--- config.mk ---
export PLATFORM = sky130hd
export DESIGN_NAME = pwm_plane_ctrl_flat
export DESIGN_NICKNAME = d
export VERILOG_FILES = /design/src/rtl/pwm_plane_ctrl_if.sv /design/src/rtl/pwm_plane_ctrl.sv /design/src/flat_wrapper.sv
export SDC_FILE = /design/constraint.sdc
export NUM_CORES = 2
export LEC_CHECK = 0
export BUFFER_PORTS_ARGS = -buffer_cell sky130_fd_sc_hd__clkbuf_2
export CORE_ASPECT_RATIO = 1.2
export CORE_MARGIN = 3
export CORE_UTILIZATION = 50
export CTS_BUF_LIST = sky130_fd_sc_hd__clkbuf_8
export DETAILED_ROUTE_END_ITERATION = 10
export PLACE_DENSITY = 0.78
export SLEW_MARGIN = 20
export SYNTH_ARGS = -nofsm -noshare
export SYNTH_HDL_FRONTEND = slang
export SYNTH_SLANG_ARGS = --single-unit
export TNS_END_PERCENT = 30
--- constraint.sdc ---
create_clock -name clk -period 2.9 [get_ports clk]
set_input_delay 0.435 -clock clk [delete_from_list [all_inputs] [get_ports clk]]
set_output_delay 0.435 -clock clk [all_outputs]
set_load 0.03 [all_outputs]
--- src/rtl/pwm_plane_ctrl_if.sv ---
// MCU byte-bus interface of the PWM plane controller: data/command byte,
// falling-edge write strobe, register select and write acknowledge.
interface pwm_plane_ctrl_if #(
    parameter int D_WIDTH = 8
) ();
    logic [D_WIDTH-1:0] data_in;
    logic               data_en;
    logic               rs;
    logic               wr_ack;

    modport master (output data_in, output data_en, output rs, input wr_ack);
    modport slave  (input data_in, input data_en, input rs, output wr_ack);
endinterface

--- src/rtl/pwm_plane_ctrl.sv ---
// Double-buffered PWM plane controller: MCU strobes fill a shadow duty buffer
// that is copied to the active buffer only at a PWM period boundary.
module pwm_plane_ctrl #(
    parameter int OUT_NUM     = 64,
    parameter int D_WIDTH     = 8,
    parameter int C_WIDTH     = 5,
    parameter int PWM_PERIOD  = 29,
    parameter int MCU_CLK_DIV = 2
) (
    input  logic               clk,
    input  logic               reset,
    pwm_plane_ctrl_if.slave    mcu,
    output logic [OUT_NUM-1:0] pwm_out,
    output logic               mcu_clk,
    output logic               frame_start
);
    localparam int AW = D_WIDTH - 1;
    localparam int IW = (OUT_NUM > 1) ? $clog2(OUT_NUM) : 1;

    logic               enQ;
    logic               wrQ;
    logic               rsQ;
    logic [D_WIDTH-1:0] cmdQ;
    logic [AW-1:0]      addr;
    logic               incDec;
    logic               pwmEn;
    logic               swapPending;
    logic [C_WIDTH-1:0] cnt;
    logic [C_WIDTH-1:0] shadow [OUT_NUM];
    logic [C_WIDTH-1:0] active [OUT_NUM];
    logic               atTerm;
    logic               swapNow;

    assign atTerm     = (cnt == C_WIDTH'(PWM_PERIOD));
    assign swapNow    = atTerm && swapPending;
    assign mcu.wr_ack = wrQ;
    assign mcu_clk    = cnt[MCU_CLK_DIV];

    always_ff @(posedge clk) begin
        if (!reset) begin
            enQ         <= 1'b0;
            wrQ         <= 1'b0;
            rsQ         <= 1'b0;
            cmdQ        <= '0;
            addr        <= '0;
            incDec      <= 1'b0;
            pwmEn       <= 1'b0;
            swapPending <= 1'b0;
            cnt         <= '0;
            frame_start <= 1'b0;
            pwm_out     <= '0;
            for (int unsigned i = 0; i < OUT_NUM; i++) begin
                shadow[i] <= '0;
                active[i] <= '0;
            end
        end else begin
            enQ <= mcu.data_en;
            wrQ <= enQ & ~mcu.data_en;
            if (enQ && !mcu.data_en) begin
                cmdQ <= mcu.data_in;
                rsQ  <= mcu.rs;
            end

            cnt         <= atTerm ? '0 : cnt + 1'b1;
            frame_start <= swapNow;
            // Swap copies pre-edge shadow; a swap command on this edge re-arms below.
            if (swapNow) begin
                active      <= shadow;
                swapPending <= 1'b0;
            end

            for (int unsigned i = 0; i < OUT_NUM; i++)
                pwm_out[i] <= pwmEn & (cnt < active[i]);

            if (wrQ) begin
                if (rsQ) begin
                    if (cmdQ[D_WIDTH-1]) begin
                        addr <= cmdQ[AW-1:0];
                    end else if (cmdQ[D_WIDTH-2:5] == '0) begin
                        if (cmdQ[4])
                            swapPending <= 1'b1;
                        else if (cmdQ[3])
                            pwmEn <= cmdQ[2];
                        else if (cmdQ[2])
                            incDec <= cmdQ[0];
                        else if (cmdQ[1])
                            addr <= '0;
                        else if (cmdQ[0])
                            for (int unsigned i = 0; i < OUT_NUM; i++)
                                shadow[i] <= '0;
                    end
                end else begin
                    if (32'(addr) < OUT_NUM)
                        shadow[addr[IW-1:0]] <= cmdQ[C_WIDTH-1:0];
                    addr <= incDec ? addr + 1'b1 : addr - 1'b1;
                end
            end
        end
    end
endmodule

--- src/flat_wrapper.sv ---
// flat-port wrapper written by rule: the top's interface ports become plain ports
module pwm_plane_ctrl_flat 
#(
    parameter int OUT_NUM     = 64,
    parameter int D_WIDTH     = 8,
    parameter int C_WIDTH     = 5,
    parameter int PWM_PERIOD  = 29,
    parameter int MCU_CLK_DIV = 2
)
  (clk, reset, pwm_out, mcu_clk, frame_start, mcu_data_in, mcu_data_en, mcu_rs, mcu_wr_ack);
  pwm_plane_ctrl_if #(.D_WIDTH(D_WIDTH)) mcu_i ();
  input  logic clk;
  input  logic reset;
  output logic [OUT_NUM-1:0] pwm_out;
  output logic mcu_clk;
  output logic frame_start;
  input wire logic [$bits(mcu_i.data_in)-1:0] mcu_data_in;
  input wire logic [$bits(mcu_i.data_en)-1:0] mcu_data_en;
  input wire logic [$bits(mcu_i.rs)-1:0] mcu_rs;
  output wire logic [$bits(mcu_i.wr_ack)-1:0] mcu_wr_ack;
  assign mcu_i.data_in = mcu_data_in;
  assign mcu_i.data_en = mcu_data_en;
  assign mcu_i.rs = mcu_rs;
  assign mcu_wr_ack = mcu_i.wr_ack;
  pwm_plane_ctrl #(.OUT_NUM(OUT_NUM), .D_WIDTH(D_WIDTH), .C_WIDTH(C_WIDTH), .PWM_PERIOD(PWM_PERIOD), .MCU_CLK_DIV(MCU_CLK_DIV)) u_core (.clk(clk), .reset(reset), .mcu(mcu_i), .pwm_out(pwm_out), .mcu_clk(mcu_clk), .frame_start(frame_start));
endmodule
# Word level (Yosys, flattened, before mapping)
# Index checks and enable logic that the tools add are counted.
[classes]
bitwise = 71
n_reduce_logical = 11
n_eq_ne = 13
add_sub_neg = 3
mux = 26
n_lt_le_gt_ge = 67
[op_table]
columns = ["cell", "n"]
rows = [
  ["320-bit 2-to-1 mux", 9],
  ["320-bit bitwise mux", 1],
  ["5-bit less-than comparator", 64],
  ["1-bit bitwise AND", 65],
  ["7-bit 2-to-1 mux", 8],
  ["5-bit demux with 6-bit select", 1],
  ["3-bit != test (second input constant)", 5],
  ["2-bit != test (second input constant)", 7],
  ["6-bit AND reduction", 2],
  ["9-bit AND reduction", 1],
  ["7-bit by 1-bit adder with 7-bit output (second input constant)", 1],
  ["7-bit >= comparator (second input constant)", 1],
  ["7-bit by 1-bit less-than comparator with 1-bit output (second input constant)", 1],
  ["7-bit less-than comparator (second input constant)", 1],
  ["6-bit NOT with 7-bit output", 1],
  ["7-bit AND reduction", 1],
  ["7-bit by 1-bit subtractor with 7-bit output (second input constant)", 1],
  ["1-bit 2-to-1 mux", 6],
  ["5-bit by 1-bit adder with 5-bit output (second input constant)", 1],
  ["5-bit equality test (second input constant)", 1],
  ["5-bit 2-to-1 mux", 1],
  ["1-bit NOT", 5],
  ["1-bit logical AND", 3],
  ["2-bit logical NOT", 1],
  ["other kinds (3)", 3],
]
[word_totals]
reg_bits = 731
inputBits = 12
wordCells = 330

# Depth between registers and ports, before layout
[depth]
depth_word = 8
mapped_depth = 9
mapped_depth_nobuf = 7

# Worst setup path before layout
# Ideal clock, no wire load.
[synth_timing]
kind = "register -> register"
start = "reg u_core.cnt[2]"
end = "reg u_core.active[100] (netlist name)"
setup_slack_ps = -364
period_less_slack_ps = 3264
t_arrival_ps = 3132
path_buffers = 3
path_stages_with_launch = 8
path_cell_list = "dfxtp_1 -> nand4_1 -> or2_2 -> clkbuf_1 -> clkbuf_1 -> clkbuf_1 -> nand2_1 -> a21oi_1"
[synth_between]
elab_chain_cells = 2
[synth_rtl]
columns = ["item", "line", "text"]
rows = [
  ["from (decl)", "pwm_plane_ctrl.sv:28", "logic [C_WIDTH-1:0] cnt;"],
  ["from (signal assigned)", "pwm_plane_ctrl.sv:64", "cnt <= atTerm ? '0 : cnt + 1'b1;"],
  ["5-bit equality test", "pwm_plane_ctrl.sv:34", "assign atTerm = (cnt == C_WIDTH'(PWM_PERIOD));"],
  ["1-bit logical AND", "pwm_plane_ctrl.sv:35", "assign swapNow = atTerm && swapPending;"],
  ["to (signal assigned)", "pwm_plane_ctrl.sv:68", "active <= shadow;"],
  ["to (decl)", "pwm_plane_ctrl.sv:30", "logic [C_WIDTH-1:0] active [OUT_NUM];"],
]
# No other way between the ends.
# A chain may end at the register's enable or synchronous reset.

# Final worst setup path
[layout_timing]
start = "reg u_core.cmdQ[2]"
end = "reg u_core.shadow[280] (netlist name)"
[layout_between]
elab_chain_cells = 2
[layout_rtl]
columns = ["item", "line", "text"]
rows = [
  ["from (decl)", "pwm_plane_ctrl.sv:23", "logic [D_WIDTH-1:0] cmdQ;"],
  ["from (signal assigned)", "pwm_plane_ctrl.sv:60", "cmdQ <= mcu.data_in;"],
  ["2-bit != test (no line)", "--", ""],
  ["9-bit AND reduction (no line)", "--", ""],
  ["to (signal, indexed assignment)", "pwm_plane_ctrl.sv:94", "shadow[addr[IW-1:0]] <= cmdQ[C_WIDTH-1:0];"],
  ["to (decl)", "pwm_plane_ctrl.sv:29", "logic [C_WIDTH-1:0] shadow [OUT_NUM];"],
]
# No other way between the ends.

==> qor.txt <==
Outcome -> finished, final reports clean
Flop-to-flop setup slack -> 0.42 ns
Gp weighted congestion -> 0.811
Worst r2r src -> u_core.cmdQ[2]$_SDFFE_PN0P_
Worst r2r dst -> u_core.shadow[280]$_SDFFE_PN0P_
Slew Viols, Final -> 0
Clk_lat worst skew -> 0.74 ns
Mapped Cells -> 3798
Multi-input logic area -> 15300 um2
Initial DRC Count -> 2086
YS warnings -> 0
Minimum clock period -> 2.48 ns
Drt wl/cell -> 17.1 um
Hold EP -> u_core.enQ$_SDFF_PN0_
CP max-delay cell -> nand3_2
# IOs -> 79
Final hold viol count -> 0
Storage cell area -> 14600 um2
Postcts setup bufs -> 0
Non-Filler Cell Area, Final -> 36300 um2
Vias/cell -> 5.56
Worst Setup End Kind -> register
Synthesized area per cell -> 8.53 um2
FP Rows -> 101
Total negative slack -> 0 ns
CTS tree -> built
Main synth FF type -> dfxtp_1
Post-synthesis cell type count -> 47
Syn Nets -> 4074
Initial antenna violation count -> 2
H-tree levels -> 3
Worst path cell trace -> nor3_1, and4_1, buf_4, or2_1, nand3_2, buf_12, o22ai_1
Register area share after synthesis -> 0.452
Port buffer count -> 78
Crit path arrival time -> 3.12 ns
WS Path Type -> register to register
Worst Tran Pin Value -> 1.11 ns
Area Growth Syn to Fin -> 12.1%
Routed Antenna Nets -> 0
RSZ-0062 raised after global routing -> no
Final #Nets -> 4136
TritonCTS Buffers -> 113
Setup violators final -> 0
Post-route insts no fill -> 4765
Clock skew -> 0.0278 ns
Clock Path Buffers -> 3
Die Y -> 285 um
WL final -> 81300 um
Pre-Repair DR Iteration Count -> 6
Gr ovfl total -> 0
Placed Cells -> 4559
CTS Root Cell -> clkbuf_8
Placement Setup Slack -> 0.496 ns
HP Start -> reset
Req. time, crit path -> 3.54 ns
Pleak -> 13.2 nW
FF-to-FF path depth -> 7
Vias in the first global route -> 25100
FMAX -> 403 MHz
Post-synthesis instance area -> 32400 um2
Core area -> 63700 um2
WHS Path Cells -> 2
IR drop worst, VDD -> 0.318 mV
Biggest fanout along the worst timing path -> 39
# clock sinks -> 731
Vias -> 26500
Tcrit/Tclk final -> 0.855
Min-delay worst type -> input port to register
First-pass GRT wire length -> 131000 um
Number of flops mapped to enable cells by yosys -> 0
Clock slew at reported path FFs -> 0.06 ns
Fraction of registers with async set/reset -> 0
Chip width -> 238 um
Fill cells -> 5624
Starting Density -> 0.509
Slew Limit Headroom -> 0.256
Critical path startpoint -> u_core.cmdQ[2]$_SDFFE_PN0P_
Final worst setup slack -> 0.420 ns
Synth Register Bits -> 731
Area after DPL -> 34000 um2
DIE AREA -> 67900 um2
Commonest non-fill, non-tap cell in the layout -> dfxtp_1
DRC -> 0
Pwr Density -> 549 nW/um2
Fraction of layout cells with a size suffix above 1 -> 0.117
Worst Path Buf+Inv -> 2
Highest cell delay on the worst timing path -> 0.39 ns
DPL Wire Length -> 46500 um
GRT Overall Usage -> 0.236
Largest net degree at the start of global routing -> 183
Commonest cells after routing, fill and taps aside -> 726 x dfxtp_1, 705 x nand2_1, 455 x inv_1
CP Launch Type -> register
Number of max-cap violations -> 0
Cell family with most CP delay -> simple AND/OR/NAND/NOR gates
==> report_power, final <==
| part | internal (mW) | switching, mW |
|---|---|---|
| sequential | 10.1 | 0.0589 |
| clock | 4.49 | 4.01 |
| combinational | 0.566 | 0.727 |
==> final cells by class <==
cell class | count | area share
multi-input cells | 2413 | 0.421
flip-flops and latches | 731 | 0.403
clock buffers | 133 | 0.0504
repair buffers | 185 | 0.0432
inverters | 416 | 0.0432
well taps | 824 | 0.0284
clock inverters | 62 | 0.0104
diodes | 1 | 0.0000689
==> layer usage <==
metal	share of wire	GRT usage
met4	0.027	0.0889
met2	0.48	0.403
met3	0.062	0.0383
met5	0	0
met1	0.43	0.300
==> logic make-up (layout without fill, tap and decap cells) <==
family / Yosys count / after routing / share of synthesized area
flip-flops: 731 / 731 / 0.452
adder cells (fa/ha/maj): 264 / 264 / 0.102
multiplexers: 109 / 109 / 0.0377
AO/OA/AOI/OAI: 992 / 992 / 0.195
XOR/XNOR: 6 / 6 / 0.00162
buffers and inverters: 654 / 796 / 0.0775
other: 0 / 1 / 0
AND/OR/NAND/NOR: 1042 / 1042 / 0.134
==> how the worst max path moves through the flow <==
stage | endpoint | slack [ns] | cells past startpoint
after floorplan | u_core.active[100]$_SDFFE_PN0P_ | 0.03 | 7
after global placement | u_core.shadow[285]$_SDFFE_PN0P_ | 0.57 | 7
after detailed placement | u_core.shadow[205]$_SDFFE_PN0P_ | 0.50 | 7
after CTS | u_core.shadow[280]$_SDFFE_PN0P_ | 0.46 | 7
after global routing | u_core.shadow[240]$_SDFFE_PN0P_ | 0.32 | 7
final | u_core.shadow[280]$_SDFFE_PN0P_ | 0.42 | 7
==> through the flow <==
step,utilization,hold slack [ns],total power [mW]
after detailed placement,0.534,0.441,11.6
after global routing,0.570,0.115,20.7
final,0.570,0.143,19.9
after global placement,0.534,0.436,11.6
after CTS,0.570,0.0770,20.1
after floorplan,-,0.429,11.3
==> cell usage after synthesis (2+ instances only) <==
master      n  share of area
dfxtp_1   731           0.45
nand2_1   707          0.082
inv_1     415          0.048
a21oi_1   388          0.060
ha_1      263           0.10
a21o_1    194          0.045
nor2_1    192          0.022
clkbuf_1  188          0.022
o22ai_1   166          0.032
a22oi_1   118          0.027
mux2_2    103          0.036
nand2b_1   79          0.015
a211oi_1   65          0.015
a32oi_1    52          0.014
buf_2      40         0.0062
nand3_1     9         0.0014
buf_1       8        0.00093
nor2b_1     8         0.0015
and2_1      6         0.0012
mux2i_1     6         0.0019
nor3b_2     6         0.0023
nand4_1     5        0.00097
nor3_1      5        0.00077
and3b_1     4         0.0011
o21ai_0     4        0.00062
xnor2_1     4         0.0011
and3_1      3        0.00058
nand3b_1    3        0.00070
nor3_2      3        0.00093
and4_1      2        0.00054
buf_4       2        0.00046
nand4b_1    2        0.00054
or2_2       2        0.00039
xor2_1      2        0.00054
==> registers in the layout (all words and copies together), names as in the netlist <==
| register | count |
|---|---|
| u_core.active | 320 |
| u_core.shadow | 320 |
| u_core.pwm_out | 64 |
| u_core.cmdQ | 8 |
| u_core.addr | 7 |
| u_core.cnt | 5 |
| u_core.enQ | 1 |
| u_core.frame_start | 1 |
| u_core.incDec | 1 |
| u_core.mcu.wr_ack | 1 |
| u_core.pwmEn | 1 |
| u_core.rsQ | 1 |
| u_core.swapPending | 1 |
==> repair_timing <==
item / 4_1_cts / 5_1_grt
hold endpoints to repair: 10 / 0
gates resized for setup: 0 / 0
hold buffers: 10 / 0
No activity file was read; power rests on OpenSTA's default activity.
